File: src/rtl/sram_access_ctrl.sv
// Access sequencer for a small SRAM macro: precharge, wordline, optional sense, response.
// Every array-facing signal comes straight from a flop so the analog side never sees decode glitches.
module sram_access_ctrl #(
  parameter int PRE_CYC = 1,
  parameter int WL_CYC  = 2
) (
  input  logic       clk,
  input  logic       rst,
  input  logic       req_valid,
  output logic       req_ready,
  input  logic       req_we,
  input  logic [2:0] req_addr,
  input  logic [7:0] req_wdata,
  output logic       rsp_valid,
  output logic [7:0] rsp_rdata,
  output logic [2:0] dec_a,
  output logic       dec_en,
  output logic       pre_en,
  output logic       wr_en,
  output logic [7:0] din,
  output logic       sae,
  input  logic [7:0] sa_out
);

  typedef enum logic [2:0] {
    S_IDLE,
    S_PRE,
    S_ACCESS,
    S_SENSE,
    S_RESP
  } state_e;

  localparam logic [3:0] PRE_LD = 4'(PRE_CYC - 1);
  localparam logic [3:0] WL_LD  = 4'(WL_CYC - 1);

  state_e     state_q, state_d;
  logic [3:0] cnt_q, cnt_d;
  logic [2:0] addr_q, addr_d;
  logic       we_q, we_d;
  logic [7:0] wdata_q, wdata_d;

  logic       req_ready_q, req_ready_d;
  logic       rsp_valid_q, rsp_valid_d;
  logic [7:0] rsp_rdata_q, rsp_rdata_d;
  logic [2:0] dec_a_q, dec_a_d;
  logic       dec_en_q, dec_en_d;
  logic       pre_en_q, pre_en_d;
  logic       wr_en_q, wr_en_d;
  logic [7:0] din_q, din_d;
  logic       sae_q, sae_d;

  always_comb begin
    state_d     = state_q;
    cnt_d       = cnt_q;
    addr_d      = addr_q;
    we_d        = we_q;
    wdata_d     = wdata_q;
    rsp_rdata_d = rsp_rdata_q;

    // Phase counter is loaded with length-1 and the phase ends on terminal count zero.
    case (state_q)
      S_IDLE: begin
        if (req_valid) begin
          addr_d  = req_addr;
          we_d    = req_we;
          wdata_d = req_wdata;
          cnt_d   = PRE_LD;
          state_d = S_PRE;
        end
      end
      S_PRE: begin
        if (cnt_q == 4'd0) begin
          cnt_d   = WL_LD;
          state_d = S_ACCESS;
        end else begin
          cnt_d = cnt_q - 4'd1;
        end
      end
      S_ACCESS: begin
        if (cnt_q == 4'd0) begin
          state_d = we_q ? S_RESP : S_SENSE;
        end else begin
          cnt_d = cnt_q - 4'd1;
        end
      end
      S_SENSE: begin
        rsp_rdata_d = sa_out;
        state_d     = S_RESP;
      end
      S_RESP: begin
        state_d = S_IDLE;
      end
      default: begin
        state_d = S_IDLE;
      end
    endcase

    // Outputs are decoded from the next state so they register in step with it.
    req_ready_d = (state_d == S_IDLE);
    pre_en_d    = (state_d == S_PRE);
    dec_en_d    = (state_d == S_ACCESS) || (state_d == S_SENSE);
    dec_a_d     = dec_en_d ? addr_d : 3'd0;
    wr_en_d     = (state_d == S_ACCESS) && we_d;
    din_d       = wr_en_d ? wdata_d : 8'd0;
    sae_d       = (state_d == S_SENSE);
    rsp_valid_d = (state_d == S_RESP);
  end

  always_ff @(posedge clk) begin
    if (rst) begin
      state_q     <= S_IDLE;
      cnt_q       <= 4'd0;
      addr_q      <= 3'd0;
      we_q        <= 1'b0;
      wdata_q     <= 8'd0;
      req_ready_q <= 1'b1;
      rsp_valid_q <= 1'b0;
      rsp_rdata_q <= 8'd0;
      dec_a_q     <= 3'd0;
      dec_en_q    <= 1'b0;
      pre_en_q    <= 1'b0;
      wr_en_q     <= 1'b0;
      din_q       <= 8'd0;
      sae_q       <= 1'b0;
    end else begin
      state_q     <= state_d;
      cnt_q       <= cnt_d;
      addr_q      <= addr_d;
      we_q        <= we_d;
      wdata_q     <= wdata_d;
      req_ready_q <= req_ready_d;
      rsp_valid_q <= rsp_valid_d;
      rsp_rdata_q <= rsp_rdata_d;
      dec_a_q     <= dec_a_d;
      dec_en_q    <= dec_en_d;
      pre_en_q    <= pre_en_d;
      wr_en_q     <= wr_en_d;
      din_q       <= din_d;
      sae_q       <= sae_d;
    end
  end

  assign req_ready = req_ready_q;
  assign rsp_valid = rsp_valid_q;
  assign rsp_rdata = rsp_rdata_q;
  assign dec_a     = dec_a_q;
  assign dec_en    = dec_en_q;
  assign pre_en    = pre_en_q;
  assign wr_en     = wr_en_q;
  assign din       = din_q;
  assign sae       = sae_q;

endmodule

File: config.mk
export PLATFORM = sky130hd
export DESIGN_NAME = sram_access_ctrl
export DESIGN_NICKNAME = d
export VERILOG_FILES = /design/src/rtl/sram_access_ctrl.sv
export SDC_FILE = /design/constraint.sdc
export NUM_CORES = 1
export LEC_CHECK = 0
export BUFFER_PORTS_ARGS = -buffer_cell sky130_fd_sc_hd__buf_4
export CELL_PAD_IN_SITES_DETAIL_PLACEMENT = 2
export CELL_PAD_IN_SITES_GLOBAL_PLACEMENT = 2
export CORE_ASPECT_RATIO = 0.5
export CORE_MARGIN = 8
export CORE_UTILIZATION = 30
export DETAILED_ROUTE_END_ITERATION = 12
export PLACE_DENSITY_LB_ADDON = 0.25
export SLEW_MARGIN = 20
export SYNTH_ARGS = -nofsm -noshare
export SYNTH_HDL_FRONTEND = slang
export SYNTH_SLANG_ARGS = --single-unit
export TNS_END_PERCENT = 50
File: constraint.sdc
create_clock -name clk -period 2.15 [get_ports clk]
set_input_delay 0.43 -clock clk [delete_from_list [all_inputs] [get_ports clk]]
set_output_delay 0.43 -clock clk [all_outputs]
set_load 0.02 [all_outputs]
# Word-level counts from Yosys, hierarchy flattened
# Index checks and enable logic that the tools add are counted.
# totals
word_cells	50
register_bits	44
input_bits	23
output_inout_bits	25
# op_classes
n_eq_ne	9
n_reduce_logical	9
n_addsub	1
bitwise_logic	2
mux	15
# op_table
operator	n
2-to-1 mux 3 bit	6
2-to-1 mux 8 bit	2
== test 3 x 2 -> 1 bit (second input constant)	4
2-to-1 mux 4 bit	3
one-hot mux 3 bit (4 select lines)	1
one-hot mux 4 bit (3 select lines)	1
== test 3 x 1 -> 1 bit (second input constant)	2
logical NOT 3 bit	2
logical NOT 4 bit	1
!= test 2 bit (second input constant)	2
OR reduction 2 bit	2
subtractor 4 x 1 -> 4 bit (second input constant)	1
== test 3 bit (second input constant)	1
AND reduction 3 bit	1
nonzero test 3 bit	1
2-to-1 mux 1 bit	2
NOT 1 bit	2
logical AND 1 bit	1
logical OR 1 bit	1

# Depth between registers and ports, before layout
# depth
depth_word	7
depth_mapped	7
ltp_nobuf	6

# Worst setup path after synthesis
# Ideal clock, no wire load.
# synth_path
kind	input -> register
start	input port rst
end	register din_q[4] (netlist: din[4])
setup_ps	118
arrival_time_ps	1539
n_path_buf	2
setup_slack_ps	494
required_ps	2032
stages	6
path_cell_list	clkbuf_1 -> nor2_1 -> a32oi_1 -> or2_1 -> buf_2 -> nor2_1
# synth_via
elab_chain_len	1
# synth_lines
element	line	text
from (decl)	8	input logic rst,
OR reduction 2 bit (no source line)	--	
to (signal assigned)	138	din_q <= din_d;
to (decl)	49	logic [7:0] din_q, din_d;
# Every way passes these cells.
# A chain may end at the register's enable or synchronous reset.

# Final worst setup path
# layout_path
start	register state_q[1]
end	register cnt_q[3]
# layout_via
elab_chain_len	3
word_cells_on_any_way	8
cone_classes	eq/ne (4); mux (1); reduce/logical (3)
# layout_lines
element	line	text
from (decl)	36	state_e state_q, state_d;
from (signal assigned)	126	state_q <= state_d;
== test 3 x 2 -> 1 bit, or another cell as far along	61	case (state_q)
!= test 2 bit (no source line) or nonzero test 3 bit (tied branches)	--	
AND reduction 3 bit (no source line)	--	
to (signal assigned)	127	cnt_q <= cnt_d;
to (decl)	37	logic [3:0] cnt_q, cnt_d;
# Several ways; a longest one is shown, not always the timed one.

==> run summary <==
The flow ran to the end, and the final reports show no timing, DRC or antenna violations. The die covers around 0.008 mm2. The number of nets in the layout is 231.

The count of placed standard cells in the final layout, fillers left out is 277. For this design the static power due to leakage is 0.000986 uW. The required time of the worst setup path came out at approximately 2.4 ns. The compound-cell area share of the yosys netlist came out at 0.0631. The top cell type's share of synthesized area is 0.549. The count of cells resized by post-cts repair came out at 0.

The clock period minus worst slack came out at 1.88 ns. The number of top-level pins came out at 48. The slowest stage of the critical path belongs to the cell dfxtp_1. The initial antenna violation count came out at 0. The flip-flop cell with the highest count after synthesis is dfxtp_1. The TritonCTS buffer count came out at 5.

The number of buffers between clock root and the deepest sink is 2. The proportion of register bits with asynchronous set or reset after synthesis is 0. The post-synthesis share of cell area spent on xor and xnor gates came out at 0.00546. On the worst path, the slowest cell contributes a delay of 0.64 ns. The total half-perimeter wirelength after legalization and detailed placement is 3.16 mm. Dividing the final minimum period by the clock period gives 0.874. The post-route setup TNS came out at 0 ns. The number of enable flip-flop cells after synthesis came out at 0. The via count of the first global-routing pass is 1392. The all-layer global routing usage came out at 0.106. TritonCTS built the clock tree. The type of the worst setup path is flip-flop to flip-flop. The synthesis warning total came out at 0.

Yosys attributes the largest share of cell area to dfxtp_1 55%, mux2i_1 12%, nor2_1 8.7%. The per-instance average area after synthesis came out at ~10 um2. The share of synthesized cell area in full adder, half adder and majority cells is 0.0156. The later pin in the worst-skew pair is clocked with a latency of about 0.29 ns. Setup repair after global routing left no endpoint under its margin. The share of power burned in combinational logic came out at 0.268. The switching power total came out at 705 uW. Of the total power, the share spent switching nets is 0.308. The worst setup path is captured at a flip-flop. The post-layout worst setup margin is 0.270 ns. The synthesized netlist net count came out at 183. The pre-antenna-repair detailed-routing pass consisted of 4 iterations. The diode insertion count for antenna repair is 0.

The total wire length is 4.31 mm. The simple-gate share of the synthesized area came out at 0.197. The clock arrives with approximately 0.0046 ns of skew.

Cell internal power was estimated by the tool at 1580 uW. The number of different library cells in the post-synthesis netlist came out at 35. The DRC marker count from the first detailed-route iteration is 20.

The worst supply voltage drop on vdd is between 0.3 and 0.4 mV. Static timing analysis puts the maximum clock frequency at 0.532 GHz. For this design the ratio of total power to cell area is roughly 1100 mW/mm2. The most numerous cell in the Yosys netlist is dfxtp_1. Counting every sink on the clock net gives between 40 and 50.

The total setup violations reported at the end of the flow came out at 0. The share of total power dissipated in sequential elements is 0.442. The floorplan has 18 rows. The number of setup buffers added after CTS is 0. The number of instances in the placed design is 269.

Across the run, the number of max-cap violations was 0. The post-synthesis instance area came out at 0.00161 mm2. Dividing the detail-routed via count by the number of cells gives around 4.6. The floorplan die height came out at ~68 um. The number of nets still failing antenna checks after routing came out at 0.

The multiplexer share of the synthesized area is 0.125. The starting density of the core came out at 0.318. The total number of H-tree levels is 2.

For the worst setup path, the data arrival time is 2.10 ns. The relative slew slack is 0.622. The clock edge transition at the registers on the reported setup and hold paths is 0.09 ns. By area, the combinational part of the netlist is dominated by simple AND/OR/NAND/NOR gates. The largest fanout on the critical path is 13. The post-synthesis sequential area ratio came out at 0.549.

Timing analysis after detailed placement gives a worst setup slack of between 0.2 and 0.3 ns. The startpoint type of the worst setup path is a flip-flop. The total DRC errors in the routed layout came out at 0. In the synthesized netlist, the cells that appear most often are 44 x dfxtp_1, 37 x nor2_1, 20 x mux2i_1. The final weighted congestion in routability-driven placement came out at 0.710. The synthesized design spends more area on one cell type than any other, namely dfxtp_1. Clock tree synthesis selected as its root buffer the cell clkbuf_8. The layout-stage area growth over the synthesis result came out at 33.5%. The remaining global-route overflow came out at 0. The max-slew violation total from the final report is 0.

The wire length of the first global-routing pass is 6.74 mm. The horizontal die dimension came out at roughly 120 um. Walking the worst path, the cells encountered are or3b_2, o32ai_2, nand3_1, a31oi_1. The placeable core region came out at 0.00504 mm2. For this design, the CTS-stage hold fixing added 0 buffers. Input and output buffers added on the ports amount to between 40 and 50. The hold violation total from the final report is 0.

Synthesis inferred 44 register bits. Counting the fill cells in the layout gives 543. For the pin with the worst max-slew slack, the measured transition is roughly 0.57 ns.

The part of the total power dissipated in the clock network came out at 0.291. The average wire per cell in the routed design came out at ~16 um. The gate count of the mapped netlist is 158. The tightest hold path in the finished design has a slack of 0.374 ns. The worst hold path belongs to the class primary input to flip-flop. The largest net degree at the start of global routing is 29. Of the cells placed in the final design, the portion with a size suffix greater than 1 is 0.295.

The count of vias placed by the detailed router is 1264.
area by class of cell:
class | count | area [um2] | area share
Sequential cell | 44 | 881 | 0.411
Timing Repair Buffer | 50 | 375 | 0.175
Inverter | 7 | 26.3 | 0.0123
Multi-Input combinational cell | 98 | 652 | 0.304
Clock buffer | 6 | 82.6 | 0.0385
Tap cell | 70 | 87.6 | 0.0409
Clock inverter | 2 | 38.8 | 0.0181
worst max-delay path, delay by kind of cell, from the launching register on:
kind | cells | cell delay, ns
AND/OR/NAND/NOR | 2 | 0.67
flip-flops | 1 | 0.64
AO/OA/AOI/OAI | 2 | 0.51
per-layer routing:
metal	wire length [um]	track usage	part of all wire	up-vias
met5	0	0	0	-
met4	32	0.0277	0.0074	0
met3	154	0.0341	0.036	2
met2	2190	0.193	0.51	22
met1	1940	0.121	0.45	615
li1	-	-	-	625
state kept, by name, indices dropped and copies added, names as in the netlist:
register,count
addr_q,3
cnt_q,4
dec_a,3
dec_en,1
din,8
pre_en,1
req_ready,1
rsp_rdata,8
rsp_valid,1
sae,1
state_q,3
wdata_q,8
we_q,1
wr_en,1
cells in the final DEF (no fill, tap or decap), types with 3 or more instances in the layout:
cell type	n
buf_4	50
mux2i_1	20
nor2_1	37
nand2_1	3
dfxtp_1	44
inv_1	7
a31oi_1	4
clkbuf_8	6
a21oi_1	3
power by group through the flow:
stage | clock network, uW | registers (uW) | logic (uW)
floorplan | 0 | 1030 | 403
CTS | 690 | 1010 | 624
global placement | 0 | 1020 | 595
global route | 729 | 1020 | 673
finish | 664 | 1010 | 611
detailed placement | 0 | 1030 | 618
through the flow:
step                instance area, um2  total power [uW]   util
floorplan                         1610              1430      -
global placement                  2020              1610  0.401
detailed placement                2020              1650  0.401
CTS                               2140              2320  0.425
global route                      2140              2430  0.425
finish                            2140              2290  0.425
cell families (layout without fill, tap and decap cells):
kind of cell,count (synthesis),in the layout
muxes,20,20
DFF,44,44
AOI/OAI and AO/OA,14,14
adders and majority gates,2,2
xor gates and xnor gates,1,1
and+or+nand+nor,61,61
buffers and inverters,16,65
path summary, 6_finish.rpt:
path | from | end | slack (ns) | depth (start not counted)
hold / removal | sa_out[7] | rsp_rdata[7] | 0.37 | 3
setup reg to reg | state_q[1] | cnt_q[3] | 0.27 | 4
setup / recovery | state_q[1] | cnt_q[3] | 0.27 | 4
hold reg to reg | addr_q[1] | dec_a[1] | 0.50 | 2
(Power assumes the default switching activity.)
